`config.mk`:
```
export PLATFORM = sky130hd
export DESIGN_NAME = lifo_stack_param
export DESIGN_NICKNAME = d
export VERILOG_FILES = /design/src/rtl/lifo_pkg.sv /design/src/rtl/lifo_mem.sv /design/src/rtl/lifo_stack_param.sv
export SDC_FILE = /design/constraint.sdc
export NUM_CORES = 1
export LEC_CHECK = 0
export BUFFER_PORTS_ARGS = -buffer_cell sky130_fd_sc_hd__buf_2
export CORE_UTILIZATION = 60
export CTS_BUF_LIST = sky130_fd_sc_hd__clkbuf_8 sky130_fd_sc_hd__clkbuf_16
export DETAILED_ROUTE_END_ITERATION = 16
export PLACE_DENSITY_LB_ADDON = 0.05
export SLEW_MARGIN = 20
export SYNTH_ARGS = -nofsm -noshare
export SYNTH_HDL_FRONTEND = slang
export SYNTH_SLANG_ARGS = --single-unit
```
`constraint.sdc`:
```
create_clock -name Clk -period 6.81 [get_ports Clk]
set_input_delay 0.3405 -clock Clk [delete_from_list [all_inputs] [get_ports Clk]]
set_output_delay 0.3405 -clock Clk [all_outputs]
set_load 0.03 [all_outputs]
```
`src/rtl/lifo_pkg.sv`:
```
// Shared definitions for the parametrised LIFO stack: push/pop op-code and
// a helper that sizes the occupancy counter from the stack depth.
package lifo_pkg;

    // Op-code taken straight from the {push, pop} strobe pair.
    typedef enum logic [1:0] {
        OP_IDLE = 2'b00,
        OP_POP  = 2'b01,
        OP_PUSH = 2'b10,
        OP_SWAP = 2'b11
    } lifo_op_e;

    // Bits needed to hold an occupancy of 0..depth inclusive.
    function automatic int calc_cnt_w(input int depth);
        return $clog2(depth + 1);
    endfunction

endpackage

```
`src/rtl/lifo_mem.sv`:
```
// DEPTH x DATA_W register array: one synchronous write port, one
// combinational read port. Addresses share the occupancy counter width so
// the stack pointer can drive them directly.
module lifo_mem #(
    parameter int DATA_W = 4,
    parameter int DEPTH  = 8,
    parameter int ADDR_W = 4
) (
    input  logic              clk,
    input  logic              we,
    input  logic [ADDR_W-1:0] waddr,
    input  logic [DATA_W-1:0] wdata,
    input  logic [ADDR_W-1:0] raddr,
    output logic [DATA_W-1:0] rdata
);

    logic [DATA_W-1:0] mem_q [DEPTH];

    // Storage write; out-of-range addresses are ignored.
    // NOTE: storage is deliberately not reset; the pointer alone defines which
    // entries are live, and leaving the array reset-free lets it map onto RAM.
    always_ff @(posedge clk) begin
        if (we && (int'(waddr) < DEPTH)) begin
            mem_q[waddr] <= wdata;
        end
    end

    // Combinational read of the addressed entry; out-of-range reads return 0.
    always_comb begin
        rdata = '0;
        if (int'(raddr) < DEPTH) begin
            rdata = mem_q[raddr];
        end
    end

endmodule

```
`src/rtl/lifo_stack_param.sv`:
```
// Parametrised synchronous LIFO stack with separate push/pop strobes,
// occupancy count, sticky overflow/underflow flags and a read-valid strobe.
module lifo_stack_param
    import lifo_pkg::*;
#(
    parameter int DATA_W = 4,
    parameter int DEPTH  = 8,
    parameter int CNT_W  = calc_cnt_w(DEPTH)
) (
    input  logic              Clk,
    input  logic              Rst,
    input  logic              EN,
    input  logic              push,
    input  logic              pop,
    input  logic              clr_err,
    input  logic [DATA_W-1:0] dataIn,
    output logic [DATA_W-1:0] dataOut,
    output logic              valid,
    output logic              EMPTY,
    output logic              FULL,
    output logic [CNT_W-1:0]  count,
    output logic              overflow,
    output logic              underflow
);

    logic [CNT_W-1:0]  count_q, count_d;
    logic [DATA_W-1:0] dout_q, dout_d;
    logic              valid_q, valid_d;
    logic              ovf_q, ovf_d;
    logic              unf_q, unf_d;

    logic              mem_we;
    logic [CNT_W-1:0]  mem_waddr;
    logic [CNT_W-1:0]  top_addr;
    logic [DATA_W-1:0] top_data;
    lifo_op_e          op;
    logic              is_empty, is_full;

    assign is_empty = (count_q == '0);
    assign is_full  = (count_q == CNT_W'(DEPTH));
    assign top_addr = count_q - CNT_W'(1);
    assign op       = lifo_op_e'({push, pop});

    lifo_mem #(
        .DATA_W (DATA_W),
        .DEPTH  (DEPTH),
        .ADDR_W (CNT_W)
    ) u_mem (
        .clk   (Clk),
        .we    (mem_we),
        .waddr (mem_waddr),
        .wdata (dataIn),
        .raddr (top_addr),
        .rdata (top_data)
    );

    // Next-state decode of pointer, read data, strobe and sticky flags.
    // NOTE: every signal gets a default before the case so no latch is inferred.
    always_comb begin
        count_d   = count_q;
        dout_d    = dout_q;
        valid_d   = 1'b0;
        ovf_d     = ovf_q;
        unf_d     = unf_q;
        mem_we    = 1'b0;
        mem_waddr = count_q;

        if (EN) begin
            // Clear first so an error in the same cycle overrides it.
            if (clr_err) begin
                ovf_d = 1'b0;
                unf_d = 1'b0;
            end
            case (op)
                OP_PUSH: begin
                    if (is_full) begin
                        ovf_d = 1'b1;
                    end else begin
                        mem_we  = 1'b1;
                        count_d = count_q + CNT_W'(1);
                    end
                end
                OP_POP: begin
                    if (is_empty) begin
                        unf_d = 1'b1;
                    end else begin
                        dout_d  = top_data;
                        valid_d = 1'b1;
                        count_d = count_q - CNT_W'(1);
                    end
                end
                OP_SWAP: begin
                    valid_d = 1'b1;
                    if (is_empty) begin
                        // Nothing stored: hand the incoming word straight through.
                        dout_d = dataIn;
                    end else begin
                        dout_d    = top_data;
                        mem_we    = 1'b1;
                        mem_waddr = top_addr;
                    end
                end
                default: ;
            endcase
        end
    end

    // Control and output registers with synchronous reset.
    // NOTE: state registers use non-blocking assignment so all flops update together.
    always_ff @(posedge Clk) begin
        if (Rst) begin
            count_q <= '0;
            dout_q  <= '0;
            valid_q <= 1'b0;
            ovf_q   <= 1'b0;
            unf_q   <= 1'b0;
        end else begin
            count_q <= count_d;
            dout_q  <= dout_d;
            valid_q <= valid_d;
            ovf_q   <= ovf_d;
            unf_q   <= unf_d;
        end
    end

    assign dataOut   = dout_q;
    assign valid     = valid_q;
    assign count     = count_q;
    assign overflow  = ovf_q;
    assign underflow = unf_q;
    assign EMPTY     = is_empty;
    assign FULL      = is_full;

endmodule

```
==> results of run 1 <==
## path summary, 6_finish.rpt
path / startpoint / to / slack (ns) / depth (start not counted)
setup / recovery: count[0]$_SDFFE_PP0P_ / u_mem.mem_q[5][1]$_DFFE_PP_ / 3.55 / 7
hold / removal: dataIn[0] / u_mem.mem_q[0][0]$_DFFE_PP_ / 0.36 / 1
setup reg to reg: count[0]$_SDFFE_PP0P_ / u_mem.mem_q[5][1]$_DFFE_PP_ / 3.55 / 7
hold reg to reg: dataOut[2]$_SDFFE_PP0P_ / dataOut[2]$_SDFFE_PP0P_ / 0.46 / 2
## layout by cell type (no fill, tap or decap), drive strengths merged, types with 4 or more instances in the layout
cell and n:
mux4 8, a21oi 6, dfxtp 11, nand3 4, inv 9, nor2 24
o21ai 5, nor3 7, a22oi 6, buf 22, nand2 12, edfxtp 32
clkbuf 5, mux2i 5
## metrics by stage
step | setup WS (ns) | area [sq um] | power (mW) | hold WS, ns
CTS | 3.585 | 2335 | 0.5683 | 0.3539
detailed placement | 3.609 | 2223 | 0.3744 | 0.4516
global placement | 3.751 | 2223 | 0.3720 | 0.4533
global route | 3.258 | 2335 | 0.5868 | 0.3596
finish | 3.551 | 2335 | 0.5670 | 0.3578
floorplan | 3.997 | 2117 | 0.3556 | 0.4067
## metal layers
metal	wire length [um]	global-route usage, %
met4	45	8.889
met2	2116	42.24
met1	1974	31.96
met3	251	5.042
met5	0	0
## worst max-delay path, delay by kind of cell, from the launching register on
kind	cells	cell delay [ns]
flops	1	0.90
simple gates	4	1.16
buf+inv	1	0.21
compound gates	1	0.20
fa+ha+maj	1	0.42
## layout make-up
cell class | instances | share of cell area (%)
Sequential cell | 43 | 50.59
Multi-Input combinational cell | 113 | 36.17
Timing Repair Buffer | 22 | 4.716
Clock buffer | 5 | 2.947
Tap cell | 46 | 2.465
Clock inverter | 3 | 1.822
Inverter | 8 | 1.286
## sequential cells by signal, indices dropped and copies added (netlist names)
register / cells
dataOut: 4
count: 4
overflow: 1
u_mem.mem_q: 32
valid: 1
underflow: 1
## cells by family (layout without fill, tap and decap cells)
| kind of cell | Yosys count | after routing | synth area share [%] |
|---|---|---|---|
| xor gates and xnor gates | 2 | 2 | 0.8276 |
| adders and majority gates | 2 | 2 | 1.182 |
| buffers and inverters | 21 | 38 | 4.315 |
| muxes | 14 | 14 | 12.47 |
| and+or+nand+nor | 58 | 58 | 12.83 |
| DFF | 43 | 43 | 55.79 |
| AOI/OAI and AO/OA | 37 | 37 | 12.59 |
## power by group through the flow
stage                     Clock (mW)  Combinational, mW  Sequential (mW)
final                          0.197             0.0770            0.293
after global routing           0.209             0.0837            0.294
after CTS                      0.199             0.0765            0.293
after detailed placement           0             0.0757            0.299
after global placement             0             0.0738            0.298
after floorplan                    0             0.0562            0.299
==> results_dict.tcl, run 1 <==
set metrics [dict create \
    status "complete, no violations" \
    gp_congestion 0.8765 \
    grt_use_total_pct 24.85 \
    worst-setup-path-type "reg2reg" \
    worstPathCellList "inv_1, ha_1, or3b_2, nand2b_1, nand2_1, o21ai_0, nor3_1" \
    clock.fmax_mhz 306.9 \
    crit_arrival_ns 3.19 \
    intPower_uw 424.0 \
    synth_edf_count 32 \
    die_w_um 61.40 \
    synth_common_cells "edfxtp_1, nor2_1, nand2_1" \
    multi_input_area_sq_um 844.6 \
    synthFlopType "edfxtp_1" \
    worst_ep_required_time_ns 6.74 \
    tns_ns 0 \
    p_per_area_nw_per_um2 242.9 \
    ys_seq_area_share_pct 55.79 \
    slowest_stage "dfxtp_1" \
    first_iter_violations 167 \
    ant_nets 0 \
    coreArea_sq_um 3363 \
    numCtsBuffers 5 \
    cts_tree "built" \
    start_util_pct 62.95 \
    synth.distinct_cells 44 \
    grt_max_degree 23 \
    drv_slew 0 \
    ys_async_sr_fraction_pct 0 \
    swShare_pct 25.22 \
    yosysMostFrequentCell "edfxtp_1" \
    grt-ovfl-total 0 \
    critPathMaxStageDelay_ns 0.90 \
    maxCapViolCount 0 \
    setup_viol 0 \
    fin_nets 205 \
    skew_ns 0.009906 \
    yosys-top-cells-area "edfxtp_1, dfxtp_1, mux4_1" \
    dp_cells 232 \
    netlist_instances 177 \
    dp_hpwl_mm 3.039 \
    post_drt_wl_per_cell_um 18.28 \
    synth_area_leader_cell "edfxtp_1" \
    routed_wirelength_mm 4.388 \
    rsz0062_at_grt "no" \
    p_sw_uw 143.0 \
    num_rows 21 \
    power.share.combinational_pct 13.6 \
    fin_crit_sh_pct 47.85 \
    cts_setup_buffers 0 \
    die_h_um 61.40 \
    first_global_vias 1353 \
    fill_cells 272 \
    die_area_sq_um 3770 \
    num_vias 1496 \
    hold_viol_final 0 \
    io_pins 23 \
    vdd_drop_max_uv 158.7 \
    seqPwrFrac_pct 51.6 \
    clk_latency_ns 0.30 \
    grt_antenna_before_repair 0 \
    critPathLaunchType "flip-flop" \
    synth_top_cell_area_share_pct 45.39 \
    clock-root-buffer "clkbuf_8" \
    seq_area_sq_um 1181 \
    clk_pin_slew_worst_paths_ns 0.09 \
    ys_ff_latch 43 \
    port_buffers 22 \
    period_needed_ns 3.259 \
    postSynthAreaPerCell_sq_um 11.96 \
    routed_via_density 6.233 \
    cts_hold_buffers 0 \
    ys_warn_count 0 \
    cts_resized 0 \
    grt_pass1_wl_mm 6.465 \
    cts_htree_levels 2 \
    end_kind "flip-flop" \
    hold_class "in2reg" \
    cts_sinks 43 \
    slew_headroom_pct 41.00 \
    drt_first_pass_iters 4 \
    area_growth_pct 10.28 \
    drc 0 \
    synth_area_sq_um 2117 \
    layout-drive-gt1-share_pct 19.07 \
    syn-num-nets 189 \
    clockBufferDepth 2 \
    diodes 0 \
    pwr-share-clk_pct 34.8 \
    critical_path.max_fanout 20 \
    tightestPinTransition_ns 0.8838 \
    fin_util_pct 69.42 \
    p_leak_nw 0.8472 \
    post_layout_nonfiller_instances 240 \
]
Power figures use the tool's default switching activity.
==> run 2, diff against run 1 <==
--- a/config.mk
+++ b/config.mk
@@ -6,7 +6,7 @@
 export NUM_CORES = 1
 export LEC_CHECK = 0
 export BUFFER_PORTS_ARGS = -buffer_cell sky130_fd_sc_hd__buf_2
-export CORE_UTILIZATION = 60
+export CORE_UTILIZATION = 58
 export CTS_BUF_LIST = sky130_fd_sc_hd__clkbuf_8 sky130_fd_sc_hd__clkbuf_16
 export DETAILED_ROUTE_END_ITERATION = 16
 export PLACE_DENSITY_LB_ADDON = 0.05
==> constraint.sdc (replaced) <==
create_clock -name Clk -period 3.4 [get_ports Clk]
set_input_delay 0.17 -clock Clk [delete_from_list [all_inputs] [get_ports Clk]]
set_output_delay 0.17 -clock Clk [all_outputs]
set_load 0.03 [all_outputs]
==> results_dict.tcl, run 2 (synthesized netlist as in run 1, its figures left out) <==
set metrics [dict create \
    setup_viol 0 \
    port_buffers 22 \
    critPathMaxStageDelay_ns 0.54 \
    routed_via_density 6.249 \
    clockBufferDepth 2 \
    clk_pin_slew_worst_paths_ns 0.08 \
    worstPathCellList "inv_1, ha_1, or3b_2, nand2b_1, nand2_1, o21a_1, nor3_1" \
    period_needed_ns 2.820 \
    io_pins 23 \
    clock.fmax_mhz 354.6 \
    crit_arrival_ns 2.75 \
    hold_viol_final 0 \
    r2r_slack_ns 0.58 \
    first_iter_violations 107 \
    grt_max_degree 23 \
    end_kind "flip-flop" \
    drc 0 \
    num_vias 1506 \
    crit_end "u_mem.mem_q[7][2]$_DFFE_PP_" \
    diodes 0 \
    largest_reg_flops 32 \
    gp_congestion 0.8470 \
    grtUsageMet2_pct 37.77 \
    met3_usage_pct 6.569 \
    top_register "u_mem.mem_q" \
    dp_hpwl_mm 3.120 \
    tns_ns 0 \
    grt-ovfl-total 0 \
    skew_ns 0.005953 \
    grt_pass1_wl_mm 7.031 \
    post_drt_wl_per_cell_um 17.94 \
    grt_busiest_layer "met2" \
    numCtsBuffers 5 \
    cts_hold_buffers 0 \
    r2r_cells 7 \
    critPathLaunchType "flip-flop" \
    slowest_stage "or3b_2" \
    p_per_area_nw_per_um2 485.0 \
    fin_crit_sh_pct 82.95 \
    grt_antenna_before_repair 0 \
    drv_slew 0 \
    worst_ep_required_time_ns 3.33 \
    die_h_um 62.42 \
    clk_latency_ns 0.29 \
    p_leak_nw 0.8544 \
    r2r_start "count[1]$_SDFFE_PP0P_" \
    routed_wirelength_mm 4.324 \
    coreArea_sq_um 3416 \
    rsz0062_at_grt "no" \
    tightestPinTransition_ns 0.6702 \
    hold_class "in2reg" \
    die_w_um 62.42 \
    fin_util_pct 68.61 \
    cts_resized 0 \
    grt_use_total_pct 24.19 \
    drt_first_pass_iters 5 \
    layout-drive-gt1-share_pct 20.00 \
    grtUsageMet1_pct 34.04 \
    start_util_pct 61.98 \
    clock-root-buffer "clkbuf_8" \
    critical_path.max_fanout 12 \
    slew_headroom_pct 55.26 \
    cts_sinks 43 \
    vdd_drop_max_uv 363.1 \
    num_rows 21 \
    maxCapViolCount 0 \
    startpoint "count[1]$_SDFFE_PP0P_" \
    ant_nets 0 \
    worst-setup-path-type "reg2reg" \
    layout_commonest_cell "edfxtp_1" \
    area_growth_pct 10.70 \
    first_global_vias 1382 \
    status "complete, no violations" \
    fin_nets 206 \
    die_area_sq_um 3896 \
    cts_setup_buffers 0 \
    cts_htree_levels 2 \
    r2r-end "u_mem.mem_q[7][2]$_DFFE_PP_" \
    cts_tree "built" \
    layout_common_cells "edfxtp_1, nor2_1, buf_2" \
]
-- run 2: cell types whose count changed in the layout (fill, tap and decap cells not counted), sizes merged --
cell	previous run	this run
buf	22	23
clkinv	1	2
inv	9	8
-- run 2: routing by layer --
layer | share of wire, % | vias to the layer above
met3 | 7.4 | 3
met4 | 0.32 | 0
met2 | 47 | 74
li1 | - | 706
met1 | 45 | 723
met5 | 0 | -
-- run 2: final cells by class --
type,count,area (sq um)
clock buffers,5,68.82
clock inverters,3,43.79
fillers,255,1072
inverters,8,30.03
multi-input cells,113,844.6
flip-flops and latches,43,1181
well taps,46,57.56
repair buffers,23,117.6
-- run 2: through the flow --
stage | power, mW | instance area [sq um] | std cells | setup WS, ns | hold WS [ns]
final | 1.137 | 2344 | 241 | 0.5796 | 0.1788
after global routing | 1.177 | 2344 | 241 | 0.4405 | 0.1714
after CTS | 1.144 | 2344 | 241 | 0.6093 | 0.1776
after detailed placement | 0.7544 | 2231 | 233 | 0.6223 | 0.4531
after global placement | 0.7502 | 2231 | 233 | 0.7977 | 0.4467
after floorplan | 0.7123 | 2117 | 177 | 0.5871 | 0.2362
-- run 2: report_power, final --
group | switching, mW | internal, mW
combinational | 0.105 | 0.0601
clock | 0.175 | 0.219
sequential | 0.00652 | 0.572
total | 0.286 | 0.850
-- run 2: worst max-delay path, delay by kind of cell, from the launching register on --
kind | cells | cell delay [ns]
buffers and inverters | 1 | 0.12
AOI/OAI and AO/OA | 1 | 0.18
adders and majority gates | 1 | 0.42
and+or+nand+nor | 4 | 1.30
DFF | 1 | 0.43
-- run 2: how the worst min path moves through the flow --
| stage | start | end | slack (ns) | depth (start not counted) |
|---|---|---|---|---|
| after floorplan | Rst | dataOut[2]$_SDFFE_PP0P_ | 0.24 | 1 |
| after global placement | dataOut[2]$_SDFFE_PP0P_ | dataOut[2]$_SDFFE_PP0P_ | 0.45 | 2 |
| after detailed placement | dataOut[2]$_SDFFE_PP0P_ | dataOut[2]$_SDFFE_PP0P_ | 0.45 | 2 |
| after CTS | dataIn[0] | u_mem.mem_q[4][0]$_DFFE_PP_ | 0.18 | 1 |
| after global routing | dataIn[2] | u_mem.mem_q[1][2]$_DFFE_PP_ | 0.17 | 1 |
| final | dataIn[0] | u_mem.mem_q[4][0]$_DFFE_PP_ | 0.18 | 1 |
